**config.mk**
```make
export PLATFORM = sky130hd
export DESIGN_NAME = lsu_mem_stage
export DESIGN_NICKNAME = d
export VERILOG_FILES = /design/src/rtl/lsu_mem_stage.sv
export SDC_FILE = /design/constraint.sdc
export NUM_CORES = 1
export LEC_CHECK = 0
export ABC_CLOCK_PERIOD_IN_PS = 2500
export BUFFER_PORTS_ARGS = -buffer_cell sky130_fd_sc_hd__buf_4
export CAP_MARGIN = 20
export CORE_MARGIN = 3
export CORE_UTILIZATION = 25
export CTS_CLUSTER_DIAMETER = 120
export DETAILED_ROUTE_END_ITERATION = 8
export HOLD_SLACK_MARGIN = 0.08
export SLEW_MARGIN = 20
export SYNTH_ARGS = -nofsm -noshare
export SYNTH_HDL_FRONTEND = slang
export SYNTH_SLANG_ARGS = --single-unit
```
**constraint.sdc**
```tcl
create_clock -name clk -period 2.5 [get_ports clk]
set_clock_uncertainty 0.2 [all_clocks]
set_input_delay 0.25 -clock clk [delete_from_list [all_inputs] [get_ports clk]]
set_output_delay 0.25 -clock clk [all_outputs]
set_load 0.03 [all_outputs]
```
**src/rtl/lsu_mem_stage.sv**
```systemverilog
// Load/store unit for the memory stage of a single-cycle RV32I datapath.
// Sizes byte/half/word accesses onto a word-wide valid/ready bus, extends load
// data, and holds the datapath with Stall while a transaction is outstanding.
module lsu_mem_stage #(
  parameter int unsigned TIMEOUT = 255,
  parameter int unsigned AW      = 32
) (
  input  logic          clk,
  input  logic          reset,
  input  logic          MemRead,
  input  logic          MemWrite,
  input  logic [2:0]    Funct3,
  input  logic [AW-1:0] ALUResult,
  input  logic [31:0]   WriteData,
  output logic [31:0]   ReadData,
  output logic          Stall,
  output logic          MisalignExc,
  output logic          BusFault,
  output logic          bus_req,
  output logic          bus_we,
  output logic [AW-1:0] bus_addr,
  output logic [31:0]   bus_wdata,
  output logic [3:0]    bus_wstrb,
  input  logic          bus_ready,
  input  logic [31:0]   bus_rdata,
  input  logic          bus_err
);

  localparam int unsigned CW = $clog2(TIMEOUT + 1);

  typedef enum logic [1:0] {StIdle, StBusy, StDone} state_e;

  state_e        state_q;
  logic [CW-1:0] cnt_q;
  logic [1:0]    size_q;
  logic          uns_q;
  logic [1:0]    off_q;

  logic          access;
  logic          misaligned;
  logic [3:0]    strb;
  logic [31:0]   wdata;
  logic [7:0]    lane_b;
  logic [15:0]   lane_h;
  logic [31:0]   load_val;

  // Decode size, alignment, byte strobes and replicated store data from the
  // current instruction.
  always_comb begin
    access     = MemRead | MemWrite;
    misaligned = 1'b0;
    strb       = 4'hF;
    wdata      = WriteData;
    unique case (Funct3[1:0])
      2'b00: begin
        strb  = 4'b0001 << ALUResult[1:0];
        wdata = {4{WriteData[7:0]}};
      end
      2'b01: begin
        misaligned = ALUResult[0];
        strb       = 4'b0011 << ALUResult[1:0];
        wdata      = {2{WriteData[15:0]}};
      end
      default: begin
        misaligned = (ALUResult[1:0] != 2'b00);
      end
    endcase
  end

  // Select and extend the addressed lane of the returned read word.
  always_comb begin
    lane_b = bus_rdata[7:0];
    unique case (off_q)
      2'd0: lane_b = bus_rdata[7:0];
      2'd1: lane_b = bus_rdata[15:8];
      2'd2: lane_b = bus_rdata[23:16];
      2'd3: lane_b = bus_rdata[31:24];
    endcase
    lane_h = off_q[1] ? bus_rdata[31:16] : bus_rdata[15:0];
    unique case (size_q)
      2'b00:   load_val = {{24{~uns_q & lane_b[7]}}, lane_b};
      2'b01:   load_val = {{16{~uns_q & lane_h[15]}}, lane_h};
      default: load_val = bus_rdata;
    endcase
  end

  // Stall while an aligned access is being issued or is in flight; reset wins.
  assign Stall = reset & ((state_q == StBusy) |
                          ((state_q == StIdle) & access & ~misaligned));

  // Access FSM with registered bus and status outputs.
  always_ff @(posedge clk or negedge reset) begin
    if (!reset) begin
      state_q     <= StIdle;
      cnt_q       <= '0;
      size_q      <= 2'b00;
      uns_q       <= 1'b0;
      off_q       <= 2'b00;
      bus_req     <= 1'b0;
      bus_we      <= 1'b0;
      bus_addr    <= '0;
      bus_wdata   <= '0;
      bus_wstrb   <= '0;
      ReadData    <= '0;
      MisalignExc <= 1'b0;
      BusFault    <= 1'b0;
    end else begin
      MisalignExc <= 1'b0;
      BusFault    <= 1'b0;
      unique case (state_q)
        StIdle: begin
          if (access) begin
            if (misaligned) begin
              MisalignExc <= 1'b1;
              ReadData    <= '0;
            end else begin
              bus_req   <= 1'b1;
              // Both MemRead and MemWrite set is treated as a load.
              bus_we    <= MemWrite & ~MemRead;
              bus_addr  <= {ALUResult[AW-1:2], 2'b00};
              bus_wdata <= wdata;
              bus_wstrb <= strb;
              size_q    <= Funct3[1:0];
              uns_q     <= Funct3[2];
              off_q     <= ALUResult[1:0];
              cnt_q     <= '0;
              state_q   <= StBusy;
            end
          end
        end
        StBusy: begin
          if (bus_ready) begin
            bus_req <= 1'b0;
            state_q <= StDone;
            if (bus_err) begin
              BusFault <= 1'b1;
              ReadData <= '0;
            end else if (!bus_we) begin
              ReadData <= load_val;
            end
          end else if (cnt_q == CW'(TIMEOUT - 1)) begin
            // Counter would reach TIMEOUT on this edge: abort the access.
            bus_req  <= 1'b0;
            BusFault <= 1'b1;
            ReadData <= '0;
            state_q  <= StDone;
          end else begin
            cnt_q <= cnt_q + 1'b1;
          end
        end
        StDone: begin
          state_q <= StIdle;
        end
        default: begin
          state_q <= StIdle;
        end
      endcase
    end
  end

endmodule

```
After elaboration in Yosys (flattened, before gate mapping)

Cells that the tools add are included.

Bitwise operators: 11
Shift-type cells: 2
Eq/ne operators: 14
Add/sub/neg operators: 1
Reduce and logical (&&, ||, !) cells: 11
Mux-type cells: 35

Operators with widths:

| kind                  | number |
|---|---|
| $mux W32              | 6 |
| $pmux W32 S2          | 3 |
| $mux W8               | 4 |
| $pmux W8 S4           | 1 |
| $mux W16              | 1 |
| $pmux W8 S2           | 1 |
| $mux W1               | 11 |
| $ne A2 B2 Y1 const B  | 5 |
| $reduce_and A5 Y1     | 2 |
| $add A8 B1 Y8 const B | 1 |
| $eq A2 B1 Y1 const B  | 4 |
| $eq A8 B8 Y1 const B  | 1 |
| $logic_not A2 Y1      | 4 |
| $mux W2               | 4 |
| $pmux W4 S2           | 1 |
| $and A1 B1 Y1         | 6 |
| $reduce_and A3 Y1     | 2 |
| $eq A2 B2 Y1 const B  | 2 |
| $ne A4 B4 Y1 const B  | 1 |
| $pmux W1 S2           | 2 |
| $pmux W2 S2           | 1 |
| $reduce_and A4 Y1     | 1 |
| $reduce_bool A2 Y1    | 2 |
| $shl A1 B2 Y4 const A | 1 |
| 4 further kinds       | 7 |

Output and inout port bits: 105
Flip-flop bits (word level): 117
Input port bits: 105
Word-level logic and storage cells: 87

Longest topological paths before layout

Depth in word-level cells: 8
Gate-level depth with buffers: 7
Gate-level depth less buffers: 6

Worst setup path after synthesis

OpenSTA, ideal clock, no wires.

Path type: flip-flop to output port
Start: reg state_q[0]
End: out Stall
Data arrival time: 1758 ps
Cell stages (with the launch flop): 5
Setup slack: 292 ps
Data required time: 2050 ps
Buffers on the path: 1
Path through: dfrtp_1 nor2_1 o211ai_1 buf_2 a21boi_0

Word-level cells in the longest chain between the ends: 5
Elaborated cells on any way between the ends: 6
Those cells by class: eq/ne: 1; bitwise: 4; reduce/logical: 1

RTL lines:

| what                        | RTL line | source |
|---|---|---|
| from (decl)                 | 33       | `state_e state_q;` |
| from (signal assigned)      | 94       | `state_q <= StIdle;` |
| from (signal assigned)      | 127      | `state_q <= StBusy;` |
| from (signal assigned)      | 134      | `state_q <= StDone;` |
| $logic_not A2 Y1            | 89       | `((state_q == StIdle) & access & ~misaligned));` |
| $and A1 B1 Y1 (2 in series) | 89       |  |
| $or A1 B1 Y1 *              | 88       | `assign Stall = reset & ((state_q == StBusy) \|` |
| $and A1 B1 Y1 *             | 88       |  |
| to (decl)                   | 16       | `output logic Stall,` |

Every way passes the cells marked *; elsewhere a longest branch is shown, timed or not.

Worst setup path after layout

Start: reg state_q[1]
End: reg bus_wstrb[1]

Word-level cells in the longest chain between the ends: 2

RTL lines:

| what                        | RTL line | source |
|---|---|---|
| $logic_not A2 Y1            | 110      | `unique case (state_q)` |
| $reduce_and A3 Y1 (no line) | n/a      |  |
| to (signal assigned)        | 122      | `bus_wstrb <= strb;` |
| to (decl)                   | 23       | `output logic [3:0] bus_wstrb,` |

Every way passes these cells.
A chain may end at the register's enable or synchronous reset.

==> results.cfg <==
[timing]
period_share_pct = 96.2
worst_pin_slew_ns = 0.791
rsz0062_at_grt = false
finalMaxSlewViolations = 0
fmax_mhz = 416
tns_ns = 0
layout_min_cycle_time_ns = 2.41
hold_viol = 0
relSlewSlack_pct = 46.9
setup_viol = 0

[critical_path]
rr_startpoint = state_q[1]
worstSetupEndpointType = register
crit_type = register to register
crit_path_max_fanout = 7
rr_worst_depth = 5
start_kind = register
r2r_end = bus_wstrb[1]
reg2reg_slack_ns = 0.09
required_ns = 2.58
critPathArrivalTime_ns = 2.49

[logic_synthesis]
synthCells = 500
synth_top_cells_by_area = dfrtp_1 53%, mux2_2 9.1%, mux2i_1 5.8%
synth_top_cell_by_area = dfrtp_1
ys_seq_area_share_pct = 52.8
synth_area_sq_um = 5540
ys_async_sr_fraction_pct = 100
yosysWarnings = 0
synth_commonest_cells = 117 x dfrtp_1, 45 x mux2_2, 40 x o21ai_0, 32 x mux2i_1, 31 x nand2_1
synth_seq_cells = 117
synth_edf_count = 0
syn_area_per_cell_sq_um = 11.1
synth.most_common_cell = dfrtp_1
yosysTopAreaCellShare_pct = 52.8
synth_flop_cell = dfrtp_1
ys_types = 48

[final_layout]
multi_input_area_sq_um = 2420
fillers = 2023
regArea_sq_um = 2930
drive_gt1_share_pct = 37.5
area_growth_pct = 63.6
final_nets = 921
diodes = 0

[die]
fp-row-count = 53
dieArea_sq_um = 24000
die_y_microns = 155
ios = 210
start_util_pct = 25.9
die_x_microns = 155
core-area_sq_um = 21400

[clock_tree]
clk_pin_slew_ns = 0.06
clk-insertion-delay-late_ns = 0.41
clockBufferDepth = 2
htreeDepth = 4
cts_num_sinks = 117
root_buffer = clkbuf_16
cts_buffers = 17
cts_tree = done

[global_routing]
grt_pass1_vias = 5448
grt_overflow = 0
grt_use_total_pct = 15.3
antenna_found_initial = 0
grt_max_degree = 72
grt_pass1_wl_microns = 29300

[placed_design]
place_congestion = 0.803
io_buffers = 207
dp_hpwl_microns = 12600

[hold_path]
hold_class = input pin to async pin

[pwr]
power.total_mw = 9.54
p_per_area_nw_per_um2 = 1050
max-vdd-ir-drop_mv = 0.498
leakagePower_nw = 4.26

[routing]
vias = 5165
wl_per_cell_microns = 16.8
first_iter_violations = 252
drc = 0
drt-vias-per-instance = 4.69
drtPass1Iterations = 4
postRouteWirelength_microns = 18500
ant_nets = 0

[status]
status = finished clean

[run]
max_cap_violations = 0
==> cell families after synthesis <==
family                   synth area share (%)
other                                  0.0677
AND/OR/NAND/NOR                          12.0
flip-flops                               52.8
multiplexers                             14.9
buffers and inverters                    3.61
AO/OA/AOI/OAI                            15.6
adder cells (fa/ha/maj)                 0.452
XOR/XNOR                                0.474
==> worst max-delay path, stage by stage (launching register included) <==
cell	delay [ns]
dfrtp_1	0.44
or2_2	0.34
or3_1	0.37
a221oi_1	0.31
nand2_1	0.07
dlygate4sd3_1	0.55
==> state kept, by name, indices dropped and copies added, names as in the netlist <==
name / cells
state_q: 2
size_q: 2
ReadData: 32
cnt_q: 8
BusFault: 1
off_q: 2
bus_req: 1
bus_wdata: 32
bus_addr: 30
MisalignExc: 1
uns_q: 1
bus_wstrb: 4
bus_we: 1
==> through the flow <==
step / util (%) / cells / cell area [sq um] / worst slack [ns] / hold WS (ns)
after detailed placement: 34.6 / 963 / 7420 / 0.204 / -0.00461
after global placement: 34.6 / 963 / 7420 / 0.267 / -0.00780
after CTS: 42.3 / 1101 / 9050 / 0.0563 / 0.0868
final: 42.3 / 1102 / 9060 / 0.0950 / 0.101
after floorplan: - / 501 / 5540 / 0.292 / -0.246
after global routing: 42.3 / 1102 / 9060 / 0.0143 / 0.108
==> power breakdown <==
| group | total, mW | leakage [nW] | switching (mW) | internal (mW) |
|---|---|---|---|---|
| clock network | 2.37 | 0.270 | 0.929 | 1.44 |
| registers | 3.07 | 1.47 | 0.524 | 2.55 |
| logic | 4.09 | 2.52 | 2.41 | 1.68 |
==> metal layers <==
| layer | routed length, microns | part of all wire (%) | global-route usage (%) | vias up |
|---|---|---|---|---|
| li1 | - | - | - | 2429 |
| met1 | 8140 | 44 | 19.2 | 2506 |
| met2 | 8480 | 46 | 24.9 | 207 |
| met3 | 1580 | 8.6 | 5.31 | 23 |
| met4 | 283 | 1.5 | 4.96 | 0 |
| met5 | 0 | 0 | 0 | - |
==> how the worst max path moves through the flow <==
stage                          start      endpoint
final                     state_q[1]  bus_wstrb[1]
after global routing      state_q[1]  bus_wstrb[1]
after CTS                 state_q[0]  bus_wstrb[1]
after detailed placement    cnt_q[0]      cnt_q[4]
after global placement      cnt_q[0]      cnt_q[3]
after floorplan           state_q[0]         Stall
==> cells in the final DEF (no fill, tap or decap), drive strengths merged, types with 6 or more instances in the layout <==
master and instances:
nor2 24, a22o 17, inv 7, nand2b 22
dlygate4sd3 106, a211oi 7, buf 224, dfrtp 117
nand2 31, a21oi 17, o211ai 8, o21ai 40
clkbuf 20, mux2i 32, a31oi 10, nor2b 6
mux2 45, o2bb2ai 8, clkinv 6, nand3 17
a21o 9
==> timing repair <==
item / in CTS / in global routing
gates resized for setup: 0 / 3
hold endpoints to repair: 219 / 0
setup buffers: 0 / 1
endpoints found under the setup margin: 0 / 3
hold buffers: 106 / 0
==> layout make-up <==
type	instances	area share, %
clock buffers	20	5.15
clock inverters	12	1.16
inverters	7	0.290
multi-input cells	341	26.8
flip-flops and latches	117	32.3
well taps	275	3.80
repair buffers	330	30.5
(Power assumes the default switching activity.)
